[src/rtl/dmem_responder.sv]
// ============================================================================
// Module   : dmem_responder
// Brief    : Multi-cycle data-memory target for the MEM stage; stalls the
//            pipeline for LATENCY cycles per access and owns the word array.
//            Optional one-entry posted write buffer: DMEM_WRITE_BUFFER_EN.
// Revision : 1.0 - initial release
// ============================================================================
`default_nettype none

module dmem_responder #(
    parameter int ADDR_W  = 5,
    parameter int LATENCY = 2
) (
    input  logic              Clk,
    input  logic              Reset,
    input  logic              DMemR,
    input  logic              DMemW,
    input  logic [ADDR_W-1:0] DataAdr,
    input  logic [31:0]       DataIn,
    output logic [31:0]       DataOut,
    output logic              Stall,
    output logic              Ready
);

    localparam int         DEPTH   = 2**ADDR_W;
    localparam logic [3:0] c_latM1 = 4'(LATENCY - 1);

    typedef enum logic [1:0] {
        IDLE = 2'd0,
        WAIT = 2'd1,
        DONE = 2'd2
    } state_t;

    state_t            r_state;
    state_t            w_nextState;

    logic [31:0]       r_mem [DEPTH];
    logic [ADDR_W-1:0] r_addr;
    logic [31:0]       r_data;
    logic              r_isWrite;
    logic [3:0]        r_count;

    logic              w_req;
    logic              w_start;
    logic              w_loadOut;
    logic [ADDR_W-1:0] w_rdAdr;
    logic              w_memWe;
    logic [ADDR_W-1:0] w_memAdr;
    logic [31:0]       w_memData;
    logic              w_bufBusy;
    logic              w_post;

    assign w_req = DMemR | DMemW;

`ifdef DMEM_WRITE_BUFFER_EN
    localparam logic [3:0] c_lat = 4'(LATENCY);

    logic              r_bufValid;
    logic [ADDR_W-1:0] r_bufAddr;
    logic [31:0]       r_bufData;
    logic [3:0]        r_bufCount;
    logic              w_bufDrain;

    assign w_bufBusy  = r_bufValid;
    assign w_post     = DMemW & ~r_bufValid;
    assign w_bufDrain = r_bufValid & (r_bufCount == 4'd1);

    // Posted write retires on the edge ending its LATENCY-th cycle in the buffer.
    always_ff @(posedge Clk) begin
        if (Reset) begin
            r_bufValid <= 1'b0;
            r_bufAddr  <= '0;
            r_bufData  <= '0;
            r_bufCount <= 4'd0;
        end else if (r_state == IDLE && w_post) begin
            r_bufValid <= 1'b1;
            r_bufAddr  <= DataAdr;
            r_bufData  <= DataIn;
            r_bufCount <= c_lat;
        end else if (r_bufValid) begin
            r_bufCount <= r_bufCount - 4'd1;
            if (r_bufCount == 4'd1) begin
                r_bufValid <= 1'b0;
            end
        end
    end

    assign w_memWe   = ~Reset & (w_bufDrain | ((r_state == DONE) & r_isWrite));
    assign w_memAdr  = w_bufDrain ? r_bufAddr : r_addr;
    assign w_memData = w_bufDrain ? r_bufData : r_data;
`else
    assign w_bufBusy = 1'b0;
    assign w_post    = 1'b0;
    assign w_memWe   = ~Reset & (r_state == DONE) & r_isWrite;
    assign w_memAdr  = r_addr;
    assign w_memData = r_data;
`endif

    always_comb begin
        w_nextState = r_state;
        Stall       = 1'b0;
        Ready       = 1'b0;
        w_start     = 1'b0;
        w_loadOut   = 1'b0;
        w_rdAdr     = r_addr;
        case (r_state)
            IDLE: begin
                if (w_req) begin
                    if (w_bufBusy) begin
                        Stall = 1'b1;
                    end else if (w_post) begin
                        Ready = 1'b1;
                    end else begin
                        Stall       = 1'b1;
                        w_start     = 1'b1;
                        w_nextState = (LATENCY >= 2) ? WAIT : DONE;
                        // Single-cycle latency: read data lands on this same edge.
                        if (LATENCY == 1 && !DMemW) begin
                            w_loadOut = 1'b1;
                            w_rdAdr   = DataAdr;
                        end
                    end
                end
            end
            WAIT: begin
                Stall = 1'b1;
                if (r_count == 4'd1) begin
                    w_nextState = DONE;
                    w_loadOut   = ~r_isWrite;
                end
            end
            DONE: begin
                Ready       = 1'b1;
                w_nextState = IDLE;
            end
            default: w_nextState = IDLE;
        endcase
        if (Reset) begin
            Stall = 1'b0;
            Ready = 1'b0;
        end
    end

    always_ff @(posedge Clk) begin
        if (Reset) begin
            r_state   <= IDLE;
            DataOut   <= '0;
            r_addr    <= '0;
            r_data    <= '0;
            r_isWrite <= 1'b0;
            r_count   <= 4'd0;
        end else begin
            r_state <= w_nextState;
            if (w_start) begin
                r_addr    <= DataAdr;
                r_data    <= DataIn;
                r_isWrite <= DMemW;
                r_count   <= c_latM1;
            end else if (r_state == WAIT) begin
                r_count <= r_count - 4'd1;
            end
            if (w_loadOut) begin
                DataOut <= r_mem[w_rdAdr];
            end
        end
    end

    // Storage is deliberately outside the reset domain.
    always_ff @(posedge Clk) begin
        if (w_memWe) begin
            r_mem[w_memAdr] <= w_memData;
        end
    end

endmodule

`default_nettype wire

[config.mk]
export PLATFORM = sky130hd
export DESIGN_NAME = dmem_responder
export DESIGN_NICKNAME = d
export VERILOG_FILES = /design/src/rtl/dmem_responder.sv
export SDC_FILE = /design/constraint.sdc
export NUM_CORES = 1
export LEC_CHECK = 0
export CAP_MARGIN = 20
export CORE_ASPECT_RATIO = 0.6
export CORE_MARGIN = 5
export CORE_UTILIZATION = 62
export CTS_CLUSTER_DIAMETER = 80
export DETAILED_ROUTE_END_ITERATION = 16
export PLACE_DENSITY = 0.8
export SYNTH_ARGS = -nofsm -noshare
export SYNTH_HDL_FRONTEND = slang
export SYNTH_SLANG_ARGS = --single-unit
[constraint.sdc]
create_clock -name Clk -period 4.6 [get_ports Clk]
set_input_delay 0.46 -clock Clk [delete_from_list [all_inputs] [get_ports Clk]]
set_output_delay 0.46 -clock Clk [all_outputs]
set_load 0.005 [all_outputs]
* After elaboration in Yosys (flattened, before gate mapping) *
Memory sizes are Yosys's and may differ from the RTL's. A register that Yosys moved wholly into a read port is not among the register bits.
Cells that the tools add are included.

storage, ports and cells
  memories kept = 1
  output and inout port bits = 34
  flip-flop bits (word level) = 44
  bits in writable memories = 1,024

memory list
  name   depth  bits a word  rd ports  clocked after memory_dff  wr ports  RTL line  RTL
  r_mem  32     32           1         1                         1         37        logic [31:0] r_mem [DEPTH];

cells by class
  bitwise gates (word level) = 5
  multiplexer cells = 15
  equality and inequality tests = 5
  reduce and logical (&&, ||, !) cells = 4
  $add $sub $neg = 1

operators by type and width
  operator                                           count
  two-way mux 1 bit                                  11
  == test 4 x 1 -> 1 bit (second input constant)     1
  two-way mux 2 bit                                  2
  != test 2 bit (second input constant)              2
  one-hot mux 2 bit (2 select lines)                 1
  subtractor 4 x 1 -> 4 bit (second input constant)  1
  bitwise AND 1 bit                                  2
  == test 2 x 1 -> 1 bit (second input constant)     1
  == test 2 bit (second input constant)              1
  zero test 2 bit                                    1
  inverter 1 bit                                     2
  one-hot mux 1 bit (2 select lines)                 1
  AND reduction 2 bit                                1
  nonzero test 2 bit                                 1
  OR reduction 2 bit                                 1
  OR 1 bit                                           1

* Depth between registers and ports, before layout *
  word-level depth = 5
  mapped depth = 9
  mapped depth without buffers = 7

* Worst setup path after synthesis *
Ideal clock, no wire load.

  path kind = register -> register
  from = reg r_addr[0]
  to = mem r_mem[29][0] (enable)
  arrival time = 3.040 ns
  clock period less this slack = 3.462 ns
  required time = 4.179 ns
  buffers on the path = 5
  cell stages (with the launch flop) = 8
  path slack = 1.138 ns
  cell sequence = dfxtp_1 buf_2 buf_2 buf_4 buf_2 buf_2 nand3b_1 nor2_1

RTL lines
  what                    RTL line  RTL
  start, declared         38        logic [ADDR_W-1:0] r_addr;
  start signal, assigned  155       r_addr <= DataAdr;
  end, declared           37

Straight into the memory's write port.

==> reports/results.tsv <==
stage	metric	value	unit
die	Site Rows	73	
clock_network	CTS clk-pin slew, worst paths	0.07	ns
power	Sw Share	0.2265	
logic_synthesis	Synth Cell Area	41660	sq um
routing	Pre-Repair DR Iteration Count	6	
routing	Via density	6.922	
worst_setup_path	worst r2r src	r_addr[3]	
power	sequential power share	0.538	
sta	Min Hold Slack	0.3301	ns
placement	Post-DP HPWL	70550	microns
die	chip height	210.8	microns
final_layout	commonest non-fill, non-tap cells in the layout	edfxtp_1, mux2i_1, mux4_2, buf_4	
power	cell area power density	441.3	nW/um^2
grt	antenna violations before repair	1	
routing	antenna-violating nets left	0	
power	Net Sw Power	4.722	mW
worst_hold_path	hold path start	DataIn[14]	
clock_network	post-CTS sizing	0	
routing	WL per Instance	33.53	microns
worst_setup_path	crit path cell chain	or4_1, o22ai_1, or4_1, a221oi_1, a211oi_1	
final_layout	Finished Layout Cells	3354	
placement	port bufs	74	
final_layout	share of layout cells above drive strength 1	0.1687	
clock_network	CTS Hold Bufs	0	
placement	placed instance area	44100	sq um
clock_network	clock sinks	1100	
logic_synthesis	sequential area share after synthesis	0.7746	
die	Die W	344.7	microns
routing	initial DRC count	4083	
worst_setup_path	CP Capture Type	flop	
power	Total Power	20.84	mW
logic_synthesis	Syn. warnings	0	
clock_network	CTS tree	built	
die	Core ar.	66400	sq um
logic_synthesis	count of different cell masters after synthesis	50	
grt	global-route wire length before repair	160300	microns
sta	crit share post-route	0.8655	
clock_network	cts bufs inserted	92	
logic_synthesis	Post-synth EDFFs	1024	
placement	Placed Cells	3178	
worst_hold_path	Worst Hold Class	input port to flop	
worst_setup_path	reg-to-reg slack, setup	0.62	ns
logic_synthesis	cell count after synthesis	2228	
sta	Pins Over Slew Limit	0	
sta	Fin. Hold Viols	0	
clock_network	Setup Buffers After CTS	0	
die	Ports	75	
sta	min Tclk post-route	3.981	ns
routing	DRC viols	0	
clock_network	CTS Buffer Depth	3	
worst_setup_path	Worst Path Required	5.07	ns
logic_synthesis	ys flop type	edfxtp_1	
logic_synthesis	#FFs+latches synth	1100	
logic_synthesis	Syn Nets	2271	
worst_hold_path	Hold Crit Depth	3	
worst_setup_path	CP Class	flop to flop	
outcome	status	complete, no violations	
placement	GPL Wtd Cong	0.9200	
worst_setup_path	R2R depth	5	
grt	GRT Util Overall	0.3113	
power	Clk pwr share	0.386	
power	maximum vdd ir drop	0.3634	mV
logic_synthesis	Avg Synthesized Cell Area	18.70	sq um
sta	final setup vio count	0	
worst_setup_path	Slowest-stage cell, CP	a221oi_1	
power	cell internal pwr	16.12	mW
clock_network	clk_lat worst skew	0.68	ns
sta	RSZ-0062 raised after global routing	no	
sta	worst rel slew slack	0.1007	
grt	largest net degree at the start of global routing	78	
final_layout	commonest non-fill, non-tap cell in the layout	edfxtp_1	
routing	routed vias	23220	
grt	total gr overflow	0	
sta	Final TNS setup	0	ns
final_layout	Fill cells	3933	
worst_setup_path	CP Launch Type	flop	
worst_setup_path	slowest stage delay, CP	1.04	ns
final_layout	n_diodes	0	
worst_hold_path	Hold EP	r_data[14]	
clock_network	H-tree Lvls	3	
sta	clk_skew	0.03283	ns
worst_setup_path	reg-to-reg endpoint	DataOut[13]	
job	maxcap violations	0	
grt	number of global-route vias before repair	21920	
logic_synthesis	fraction of registers with async set/reset	0	
routing	Routed Wire Length	112500	microns
final_layout	Area Overhead vs Synth	13.37	%
clock_network	root cell of the clock tree	clkbuf_16	
sta	Tightest Pin Transition	1.349	ns
worst_setup_path	cell mode on critical path	or4_1	
die	Initial Utilization	0.6274	
worst_setup_path	CP max FO	22	
worst_setup_path	CP arrival	4.45	ns
final_layout	final instance area	47230	sq um
power	Comb power frac	0.076	
power	Leak Pwr	14.72	nW
sta	f_max	251.2	MHz
die	die area	72650	sq um
final_layout	fin nets	2417	
-- routing by layer --
layer	wire length [microns]	global-route usage	up-vias	share of wire
met3	21220	0.1584	155	0.19
met5	189	0.01693	-	0.0017
met2	45740	0.4045	2013	0.41
met1	43610	0.4808	11720	0.39
li1	-	-	9320	-
met4	1702	0.05295	4	0.015
-- worst max path at each step --
stage               startpoint      endpoint  slack [ns]
finish               r_addr[3]   DataOut[13]        0.62
global route         r_addr[3]    DataOut[8]        0.57
CTS                  r_addr[3]    DataOut[8]        0.93
detailed placement   r_addr[3]    DataOut[8]        0.94
global placement     r_addr[1]    DataOut[8]        1.05
floorplan            r_addr[0]  r_mem[29][0]        1.14
-- power groups by stage --
| stage | sequential, mW | combinational, mW | clock (mW) |
|---|---|---|---|
| 2_1_floorplan | 11.4 | 0.805 | 0 |
| 3_3_place_gp | 11.4 | 1.47 | 0 |
| 3_5_place_dp | 11.4 | 1.51 | 0 |
| 4_1_cts | 11.2 | 1.53 | 8.09 |
| 5_1_grt | 11.2 | 1.64 | 8.57 |
| 6_report | 11.2 | 1.58 | 8.05 |
-- through the flow --
stage / util / setup WS, ns
after global routing: 0.7113 / 0.5680
after global placement: 0.6637 / 1.050
after CTS: 0.7108 / 0.9344
after floorplan: - / 1.138
final: 0.7113 / 0.6185
after detailed placement: 0.6642 / 0.9401
-- synthesized netlist by cell type, types with 3 or more instances --
library cell / number / area share
nand3_1: 19 / 0.0023
o21bai_1: 5 / 0.00090
a31oi_1: 5 / 0.00075
a221oi_1: 11 / 0.0023
or4b_2: 4 / 0.00096
clkbuf_1: 67 / 0.0060
nor2_1: 77 / 0.0069
mux4_2: 103 / 0.056
or3_1: 5 / 0.00075
a211oi_1: 10 / 0.0018
buf_2: 43 / 0.0052
edfxtp_1: 1024 / 0.74
nor2b_1: 4 / 0.00060
inv_1: 3 / 0.00027
mux2i_1: 308 / 0.074
nand2b_1: 6 / 0.00090
o22ai_1: 96 / 0.014
nand4bb_1: 4 / 0.0011
nor3_1: 16 / 0.0019
a21oi_1: 72 / 0.0086
nor4_1: 4 / 0.00060
buf_1: 14 / 0.0013
nand4b_1: 3 / 0.00063
dfxtp_1: 76 / 0.037
a311oi_1: 17 / 0.0036
and2_1: 3 / 0.00045
nand2_1: 96 / 0.0086
or4_1: 27 / 0.0049
a22oi_1: 62 / 0.011
buf_4: 5 / 0.00090
and3_1: 12 / 0.0018
-- critical path, delay by kind of cell (launching register included) --
family / cells / cell delay (ns)
DFF: 1 / 0.87
AOI/OAI and AO/OA: 3 / 1.50
and+or+nand+nor: 2 / 1.40
-- logic make-up (layout without fill, tap and decap cells) --
logic type	after synthesis	after routing	share of synthesized area
flip-flops	1100	1100	0.7746
multiplexers	412	412	0.1299
AND/OR/NAND/NOR	290	290	0.03442
AO/OA/AOI/OAI	288	288	0.04586
buffers and inverters	134	360	0.01418
adder cells (fa/ha/maj)	2	2	0.0006005
XOR/XNOR	2	2	0.0004205
-- registers in the layout, summed over array words and instances (netlist names) --
| name | cells |
|---|---|
| r_addr | 5 |
| r_data | 32 |
| r_mem | 1024 |
| r_count | 4 |
| r_isWrite | 1 |
| r_state | 2 |
| DataOut | 32 |
-- area by class of cell --
class                      instances  area (sq um)  area share
sequential                      1100         32280      0.6835
tap                              900          1126     0.02384
clock buffer                     112          2449     0.05184
multi-input combinational        994          9064      0.1919
inverter                           3         11.26   0.0002384
clock inverter                    62         649.4     0.01375
timing repair buffer             183          1649     0.03491
(Power assumes the default switching activity.)
